$ cat config.mk
export PLATFORM = sky130hd
export DESIGN_NAME = quad_updn_ctr
export DESIGN_NICKNAME = d
export VERILOG_FILES = /design/src/rtl/qdec_pkg.sv /design/src/rtl/quad_chan.sv /design/src/rtl/quad_updn_ctr.sv
export SDC_FILE = /design/constraint.sdc
export NUM_CORES = 1
export LEC_CHECK = 0
export CAP_MARGIN = 20
export CELL_PAD_IN_SITES_DETAIL_PLACEMENT = 1
export CELL_PAD_IN_SITES_GLOBAL_PLACEMENT = 1
export CORE_MARGIN = 4
export CORE_UTILIZATION = 46
export DETAILED_ROUTE_END_ITERATION = 12
export PLACE_DENSITY_LB_ADDON = 0.1
export SLEW_MARGIN = 20
export SYNTH_ARGS = -nofsm -noshare
export SYNTH_HDL_FRONTEND = slang
export SYNTH_HIERARCHICAL = 1
export SYNTH_SLANG_ARGS = --single-unit
$ cat constraint.sdc
create_clock -name clk -period 3.24 [get_ports clk]
set_clock_uncertainty 0.2 [all_clocks]
set_input_delay 0.324 -clock clk [delete_from_list [all_inputs] [get_ports clk]]
set_output_delay 0.324 -clock clk [all_outputs]
set_load 0.01 [all_outputs]
$ cat src/rtl/qdec_pkg.sv
`default_nettype none
// ============================================================================
// Module      : qdec_pkg
// Description : Shared constants and quadrature step table for quad_updn_ctr
// Revision    : 1.0 - initial release
// ============================================================================
package qdec_pkg;

    localparam logic DIR_UP      = 1'b1;
    localparam logic DIR_DN      = 1'b0;
    localparam int   SYNC_STAGES = 2;

    typedef struct packed {
        logic valid;
        logic up;
        logic illegal;
    } step_t;

    // Accepted state is {A,B}; 00->10->11->01->00 counts up, the reverse counts down.
    function automatic step_t step_lookup(input logic [1:0] old_s, input logic [1:0] new_s);
        step_t s;
        s = '0;
        case ({old_s, new_s})
            4'b00_10, 4'b10_11, 4'b11_01, 4'b01_00: begin
                s.valid = 1'b1;
                s.up    = 1'b1;
            end
            4'b00_01, 4'b01_11, 4'b11_10, 4'b10_00: begin
                s.valid = 1'b1;
                s.up    = 1'b0;
            end
            4'b00_11, 4'b11_00, 4'b01_10, 4'b10_01: begin
                s.illegal = 1'b1;
            end
            default: s = '0;
        endcase
        return s;
    endfunction

endpackage
`default_nettype wire

$ cat src/rtl/quad_chan.sv
`default_nettype none
// ============================================================================
// Module      : quad_chan
// Description : One quadrature channel: synchroniser, glitch filter, decoder, counter
// Revision    : 1.0 - initial release
// ============================================================================
module quad_chan
    import qdec_pkg::*;
#(
    parameter int WIDTH = 8,
    parameter int FILT  = 2,
    parameter int X4    = 1
) (
    input  logic             clk,
    input  logic             rst_n,
    input  logic             ce,
    input  logic             qa,
    input  logic             qb,
    input  logic             load,
    input  logic [WIDTH-1:0] load_val,
    input  logic             err_clr,
    output logic [WIDTH-1:0] count,
    output logic             dir,
    output logic             err
);

    localparam logic [3:0] c_FILT_LAST = 4'(FILT - 1);

    logic [SYNC_STAGES-1:0] r_sync_a;
    logic [SYNC_STAGES-1:0] r_sync_b;
    logic [1:0]             w_synced;
    logic [1:0]             r_acc;
    logic [1:0]             r_prev;
    logic [3:0]             r_fcnt [2];
    logic [WIDTH-1:0]       r_count;
    logic                   r_dir;
    logic                   r_err;
    step_t                  w_step;
    logic                   w_cnt_en;
    logic                   w_up;

    always_ff @(posedge clk or negedge rst_n) begin
        if (!rst_n) begin
            r_sync_a <= '0;
            r_sync_b <= '0;
        end else begin
            r_sync_a <= {r_sync_a[SYNC_STAGES-2:0], qa};
            r_sync_b <= {r_sync_b[SYNC_STAGES-2:0], qb};
        end
    end

    assign w_synced = {r_sync_a[SYNC_STAGES-1], r_sync_b[SYNC_STAGES-1]};

    // A differing level must be seen on FILT consecutive ce samples before it is accepted.
    always_ff @(posedge clk or negedge rst_n) begin
        if (!rst_n) begin
            r_acc <= 2'b00;
            for (int p = 0; p < 2; p++) r_fcnt[p] <= '0;
        end else if (ce) begin
            for (int p = 0; p < 2; p++) begin
                if (w_synced[p] != r_acc[p]) begin
                    if (r_fcnt[p] == c_FILT_LAST) begin
                        r_acc[p]  <= w_synced[p];
                        r_fcnt[p] <= '0;
                    end else begin
                        r_fcnt[p] <= r_fcnt[p] + 4'd1;
                    end
                end else begin
                    r_fcnt[p] <= '0;
                end
            end
        end
    end

    always_ff @(posedge clk or negedge rst_n) begin
        if (!rst_n) r_prev <= 2'b00;
        else        r_prev <= r_acc;
    end

    assign w_step = step_lookup(r_prev, r_acc);

    generate
        if (X4 != 0) begin : g_x4
            assign w_cnt_en = w_step.valid;
            assign w_up     = w_step.up;
        end else begin : g_x1
            // Count on A rising only; B low at that moment means forward.
            assign w_cnt_en = w_step.valid && !r_prev[1] && r_acc[1];
            assign w_up     = !r_acc[0];
        end
    endgenerate

    always_ff @(posedge clk or negedge rst_n) begin
        if (!rst_n) begin
            r_count <= '0;
            r_dir   <= DIR_DN;
            r_err   <= 1'b0;
        end else begin
            if (load) begin
                r_count <= load_val;
            end else if (w_cnt_en) begin
                r_count <= w_up ? r_count + 1'b1 : r_count - 1'b1;
                r_dir   <= w_up ? DIR_UP : DIR_DN;
            end
            r_err <= (r_err & ~err_clr) | w_step.illegal;
        end
    end

    assign count = r_count;
    assign dir   = r_dir;
    assign err   = r_err;

endmodule
`default_nettype wire

$ cat src/rtl/quad_updn_ctr.sv
`default_nettype none
// ============================================================================
// Module      : quad_updn_ctr
// Description : NCH-channel quadrature up/down counter with snapshot readback
// Revision    : 1.0 - initial release
// ============================================================================
module quad_updn_ctr
    import qdec_pkg::*;
#(
    parameter int NCH   = 2,
    parameter int WIDTH = 8,
    parameter int FILT  = 2,
    parameter int X4    = 1
) (
    input  logic             clk,
    input  logic             rst_n,
    input  logic             ce,
    input  logic [NCH-1:0]   qa,
    input  logic [NCH-1:0]   qb,
    input  logic             load_n,
    input  logic [2:0]       load_sel,
    input  logic [WIDTH-1:0] load_val,
    input  logic             latch,
    input  logic [2:0]       rd_sel,
    output logic [WIDTH-1:0] rd_data,
    output logic [NCH-1:0]   dir,
    output logic [NCH-1:0]   err,
    input  logic             err_clr
);

    logic [WIDTH-1:0] w_count [NCH];
    logic [WIDTH-1:0] r_hold  [NCH];

    generate
        for (genvar i = 0; i < NCH; i++) begin : g_chan
            logic w_load;
            assign w_load = !load_n && (load_sel == 3'(i));

            quad_chan #(
                .WIDTH (WIDTH),
                .FILT  (FILT),
                .X4    (X4)
            ) u_chan (
                .clk      (clk),
                .rst_n    (rst_n),
                .ce       (ce),
                .qa       (qa[i]),
                .qb       (qb[i]),
                .load     (w_load),
                .load_val (load_val),
                .err_clr  (err_clr),
                .count    (w_count[i]),
                .dir      (dir[i]),
                .err      (err[i])
            );
        end
    endgenerate

    // All channels are captured on the same edge so a snapshot is coherent.
    always_ff @(posedge clk or negedge rst_n) begin
        if (!rst_n) begin
            for (int i = 0; i < NCH; i++) r_hold[i] <= '0;
        end else if (latch) begin
            for (int i = 0; i < NCH; i++) r_hold[i] <= w_count[i];
        end
    end

    always_comb begin
        rd_data = '0;
        for (int i = 0; i < NCH; i++) begin
            if (rd_sel == 3'(i)) rd_data = r_hold[i];
        end
    end

endmodule
`default_nettype wire

; Word level (Yosys, flattened, before mapping)
; Index checks and enable logic that the tools add are counted.
[classes]
n_mux = 22
n_addsub = 8
n_bitwise = 7
eq_ne = 34
mul = 0
n_lt_le_gt_ge = 0
div = 0
shifts = 0
n_reduce_logical = 19
[ops]
columns = operator, count
row1 = $mux 8, 8
row2 = $eq 4x4->1 const B, 12
row3 = $mux 4, 8
row4 = $eq 4x1->1 const B, 6
row5 = $eq 4x3->1 const B, 6
row6 = $reduce_or 4->1, 6
row7 = $add 4x1->4 const B, 4
row8 = $add 8x1->8 const B, 2
row9 = $eq 4x2->1 const B, 4
row10 = $sub 8x1->8 const B, 2
row11 = $reduce_and 3->1, 4
row12 = $pmux 2 s2, 2
row13 = $eq 3x1->1 const B, 2
row14 = $logic_not 3->1, 2
row15 = $mux 1, 4
row16 = $ne 1x1->1, 4
row17 = $reduce_and 2->1, 2
row18 = $reduce_bool 2->1, 2
row19 = $not 1->1, 3
row20 = $and 1x1->1, 2
row21 = $logic_and 1x1->1, 2
row22 = $or 1x1->1, 2
row23 = $logic_not 1->1, 1
[word_totals]
output_inout_bits = 12
ram_bits = 0
rom_bits = 0
latchBits = 0
inputBits = 24
mem_count = 0
reg_bits = 68
wordCells = 112

; Logic depth before layout (Yosys ltp)
; Gate-level depths: netlist (run 1).
[logic_depth]
word_depth = 6
mapped_depth = 10
ltp_nobuf = 9

; By module
; Netlist (run 1), hierarchy kept.
[modules_own_cells]
columns = mod, instances, area_per_inst_um2, seq_area_each_um2, cells_each
row1 = quad_chan, 2, 1527.7, 650.6, 154
row2 = quad_updn_ctr, 1, 790.8, 400.4, 55

; Worst setup path before layout (run 1)
; Ideal clock, no wire load.
[synth_timing]
kind = register to register
from = register g_chan[1].u_chan.r_acc[1]
to = register g_chan[1].u_chan.r_count[4]
required_ps = 2915
setup_time_ps = 125
arrival_ps = 2155
setup_slack_ps = 760
path_stages_with_launch = 11
path_buffers = 1
synth_period_minus_slack_ps = 2480
cell_sequence = dfrtp_1 buf_4 xnor2_1 nor2_1 xnor2_1 ha_1 inv_1 nor4_1 o21ai_0 xnor2_1 mux2_2
[synth_via]
elab_chain_len = 6
word_cells_on_any_way = 15
cone_classes = eq/ne (8) / mux (4) / reduce/logical (3)
[synth_lines]
columns = element, line_no
row1 = start: declaration, quad_chan.sv:32  ; logic [1:0] r_acc;
row2 = start signal: indexed assignment, quad_chan.sv:63  ; r_acc[p] <= w_synced[p];
row3 = $eq 4x1->1 (tied with other cells), qdec_pkg.sv:23  ; case ({old_s, new_s})
row4 = $reduce_or 4->1, qdec_pkg.sv:23
row5 = $pmux 2 s2 *, qdec_pkg.sv:23
row6 = $mux 8, quad_chan.sv:102  ; r_count <= w_up ? r_count + 1'b1 : r_count - 1'b1;
row7 = $mux 8, quad_chan.sv:101  ; end else if (w_cnt_en) begin
row8 = $mux 8, quad_chan.sv:99  ; if (load) begin
row9 = end signal: assignment, quad_chan.sv:100  ; r_count <= load_val;
row10 = end signal: assignment, quad_chan.sv:102
row11 = end: declaration, quad_chan.sv:35  ; logic [WIDTH-1:0] r_count;
; Every way passes the cells marked *; elsewhere a longest branch is shown, timed or not. The select of a mux whose other input is x is not followed.
; A chain may end at the register's enable or synchronous reset.

; Worst setup path after layout (run 1)
[layout_timing]
from = register g_chan[0].u_chan.r_acc[1]
to = register g_chan[0].u_chan.r_count[4]
[layout_via]
elab_chain_len = 6
word_cells_on_any_way = 15
cone_classes = eq/ne (8) / mux (4) / reduce/logical (3)
[layout_lines]
columns = element, line_no
row1 = start: declaration, quad_chan.sv:32
row2 = start signal: indexed assignment, quad_chan.sv:63
row3 = $eq 4x1->1 (tied with other cells), qdec_pkg.sv:23
row4 = $reduce_or 4->1, qdec_pkg.sv:23
row5 = $pmux 2 s2 *, qdec_pkg.sv:23
row6 = $mux 8, quad_chan.sv:102
row7 = $mux 8, quad_chan.sv:101
row8 = $mux 8, quad_chan.sv:99
row9 = end signal: assignment, quad_chan.sv:100
row10 = end signal: assignment, quad_chan.sv:102
row11 = end: declaration, quad_chan.sv:35
; Marked as above.

==> results of run 1 <==
-- registers in the layout (all words and copies together), names as in the netlist --
name / flops
g_chan.u_chan/dir: 2
g_chan.u_chan/r_fcnt: 16
g_chan.u_chan/r_prev: 4
g_chan.u_chan/err: 2
g_chan.u_chan/r_sync_b: 4
g_chan.u_chan/count: 16
r_hold: 16
g_chan.u_chan/r_acc: 4
g_chan.u_chan/r_sync_a: 4
-- cell type report --
class | count | area share, %
sequential | 68 | 38.0
clock inverter | 6 | 1.98
clock buffer | 10 | 2.85
inverter | 14 | 1.17
timing repair buffer | 40 | 8.88
tap | 105 | 2.93
multi-input combinational | 263 | 44.2
-- worst max path at each step --
stage	from	endpoint	slack (ns)	cells past startpoint
global route	g_chan[0].u_chan/r_acc[1]$_DFFE_PN0P_	g_chan[0].u_chan/count[4]$_DFFE_PN0P_	0.21	9
global placement	g_chan[1].u_chan/r_acc[1]$_DFFE_PN0P_	g_chan[1].u_chan/count[4]$_DFFE_PN0P_	0.62	9
CTS	g_chan[1].u_chan/r_acc[1]$_DFFE_PN0P_	g_chan[1].u_chan/count[4]$_DFFE_PN0P_	0.46	9
detailed placement	g_chan[1].u_chan/r_acc[1]$_DFFE_PN0P_	g_chan[1].u_chan/count[4]$_DFFE_PN0P_	0.49	9
floorplan	g_chan[1].u_chan/r_acc[1]$_DFFE_PN0P_	g_chan[1].u_chan/count[4]$_DFFE_PN0P_	0.76	10
finish	g_chan[0].u_chan/r_acc[1]$_DFFE_PN0P_	g_chan[0].u_chan/count[4]$_DFFE_PN0P_	0.47	9
-- synthesized netlist by cell type, types with 7 or more instances --
library cell,count,share of area (%)
a211o_1,10,2.3
dfrtp_1,68,44
ha_1,14,4.6
inv_1,12,1.2
mux2_2,16,4.7
mux2_4,10,3.9
mux2i_1,14,3.6
nand2_1,22,2.1
nand3_1,20,2.6
nor2_1,22,2.1
nor3_1,8,1.0
nor4_1,7,1.1
o21ai_0,18,2.3
o22ai_1,8,1.3
xnor2_1,22,5.0
-- where the power goes --
| group | internal [mW] | total [mW] | switching, mW |
|---|---|---|---|
| registers | 1.21 | 1.65 | 0.444 |
| logic | 1.31 | 2.79 | 1.48 |
| clock network | 0.433 | 0.770 | 0.336 |
| total | 2.96 | 5.22 | 2.26 |
-- metrics by stage --
| step | hold slack [ns] | total power [mW] |
|---|---|---|
| 2_1_floorplan | -0.172 | 3.76 |
| 3_3_place_gp | 0.136 | 4.35 |
| 3_5_place_dp | 0.140 | 4.46 |
| 4_1_cts | 0.159 | 5.26 |
| 5_1_grt | 0.167 | 5.70 |
| 6_report | 0.155 | 5.22 |
-- per-layer routing --
layer | global-route usage [%] | part of all wire (%) | vias to the layer above
li1 | - | - | 1381
met1 | 25.6 | 45 | 1418
met2 | 31.4 | 49 | 47
met3 | 4.21 | 3.6 | 12
met4 | 8.30 | 2.1 | 0
met5 | 0 | 0 | -
-- kinds of logic after synthesis --
logic type / after synthesis / share of synthesized area, %
AO/OA/AOI/OAI: 74 / 13.3
XOR/XNOR: 30 / 7.22
adder cells (fa/ha/maj): 14 / 4.55
buffers and inverters: 32 / 4.52
flip-flops: 68 / 44.2
multiplexers: 40 / 12.2
AND/OR/NAND/NOR: 105 / 13.9
-- worst max-delay path, cell delays in order, from the launching register on --
cell	delay [ns]
dfrtp_1	0.47
xnor2_1	0.44
nor2_1	0.20
xnor2_1	0.19
ha_1	0.25
inv_1	0.08
nor4_1	0.29
o21ai_0	0.14
xnor2_1	0.17
mux2_2	0.26
==> results.sh, run 1 <==
export IMPL_synthCells=363
export IMPL_fillers=896
export IMPL_grt_overflow=0
export IMPL_final_cells=506
export IMPL_dp_cells=489
export IMPL_antenna_cells=0
export IMPL_wl_mm=8.88
export IMPL_max_slew_margin_rel_pct=41.3
export IMPL_cts_setup_buffers=0
export IMPL_place_area_um2=4260
export IMPL_clk_path_buf_depth=2
export IMPL_end_kind="flip-flop"
export IMPL_drc_errors=0
export IMPL_max_slew_worst_pin_slew_ns=0.878
export IMPL_ir_drop_mv=0.396
export IMPL_r2r_end="g_chan[0].u_chan/count[4]$_DFFE_PN0P_"
export IMPL_syn_area_per_cell_um2=10.6
export IMPL_final_area_um2=4480
export IMPL_grt_pass1_wl_mm=15.3
export IMPL_cap_viol_max_count=0
export IMPL_ant_nets=0
export IMPL_cp_start_kind="flip-flop"
export IMPL_crit_type="flip-flop to flip-flop"
export IMPL_core_area_um2=8180
export IMPL_maxSlewViolCount=0
export IMPL_period_needed_ns=2.77
export IMPL_worstReg2RegStart="g_chan[0].u_chan/r_acc[1]$_DFFE_PN0P_"
export IMPL_drt_iter0_drc=148
export IMPL_crit_arrival_ns=2.81
export IMPL_hold_viol_final=0
export IMPL_ios=36
export IMPL_ys_warnings_count=6
export IMPL_synth_edf_count=0
export IMPL_ys_types=45
export IMPL_dieArea_um2=9890
export IMPL_whs_endpoint="g_chan[1].u_chan/r_sync_a[1]$_DFF_PN0_"
export IMPL_die_width_um=99.4
export IMPL_dpl_hpwl_mm=6.52
export IMPL_vias=2858
export IMPL_place_congestion=0.823
export IMPL_p_per_area_nw_per_um2=1160
export IMPL_cts_resized=0
export IMPL_hold_path_class="flip-flop to flip-flop"
export IMPL_grt_max_degree=43
export IMPL_final_cell_mix="dfrtp_1 (68), clkdlybuf4s50_1 (34), nor2_1 (22), xnor2_1 (22), nand2_1 (22)"
export IMPL_syn2layout_area_growth_pct=16.6
export IMPL_rsz0062_at_grt="no"
export IMPL_utilization_pct=54.8
export IMPL_post_place_ws_ns=0.485
export IMPL_synthArstFlopShare_pct=100
export IMPL_syn_num_nets=401
export IMPL_setup_viol=0
export IMPL_final_common_cell="dfrtp_1"
export IMPL_cp_data_required_time_ns=3.28
export IMPL_multiInputGateArea_um2=1980
export IMPL_cts_tree="yes"
export IMPL_cts_root_buf="clkbuf_8"
export IMPL_post_drt_wl_per_cell_um=17.6
export IMPL_grt_pass1_vias=2982
export IMPL_rows=33
export IMPL_synth_flop_cell="dfrtp_1"
export IMPL_leakage_nw=1.87
export IMPL_fin_tns_setup_ns=0
export IMPL_r2r_slack_ns=0.47
export IMPL_grt_usage_pct=19.6
export IMPL_clk_pin_slew_worst_paths_ns=0.09
export IMPL_worst_slack_ns=0.470
export IMPL_ff2ff_path_depth=9
export IMPL_clock_latency_ns=0.35
export IMPL_cts_buffers=9
export IMPL_seq_area_um2=1700
export IMPL_final_net_count=434
export IMPL_synth_area_um2=3850
export IMPL_ys_seq_area_share_pct=44.2
export IMPL_fmax_mhz=361
export IMPL_status="complete, no violations"
export IMPL_critPathMaxFanout=6
export IMPL_drt_pass1_iter_count=4
export IMPL_fin_crit_sh_pct=85.5
export IMPL_die_y_um=99.4
export IMPL_holdCritStartpoint="g_chan[1].u_chan/r_sync_a[0]$_DFF_PN0_"
export IMPL_hold_depth=0
export IMPL_start_util_pct=47.0
export IMPL_antenna_found_initial=0
export IMPL_viasPerCell=5.65
export IMPL_layout_drive_gt1_share_pct=14.7
export IMPL_io_buffers=35
export IMPL_h_tree_depth=3
export IMPL_cts_hold_buffers=1
export IMPL_synth_seq_cells=68
export IMPL_clock_sinks=68
Note: power is estimated with default switching activity, not from simulation.
==> inputs of run 2 (changes only) <==
==> constraint.sdc (replaced) <==
create_clock -name clk -period 3.24 [get_ports clk]
set_clock_uncertainty 0.2 [all_clocks]
set_input_delay 0.324 -clock clk [delete_from_list [all_inputs] [get_ports clk]]
set_output_delay 0.324 -clock clk [all_outputs]
set_load 0.02 [all_outputs]
==> results of run 2 <==
The final DEF is identical to that of run 1. Status: complete, no violations.
Main changes from that run: total power 5.22 mW -> 5.25 mW; worst IR drop on VDD 0.396 mV -> 0.404 mV
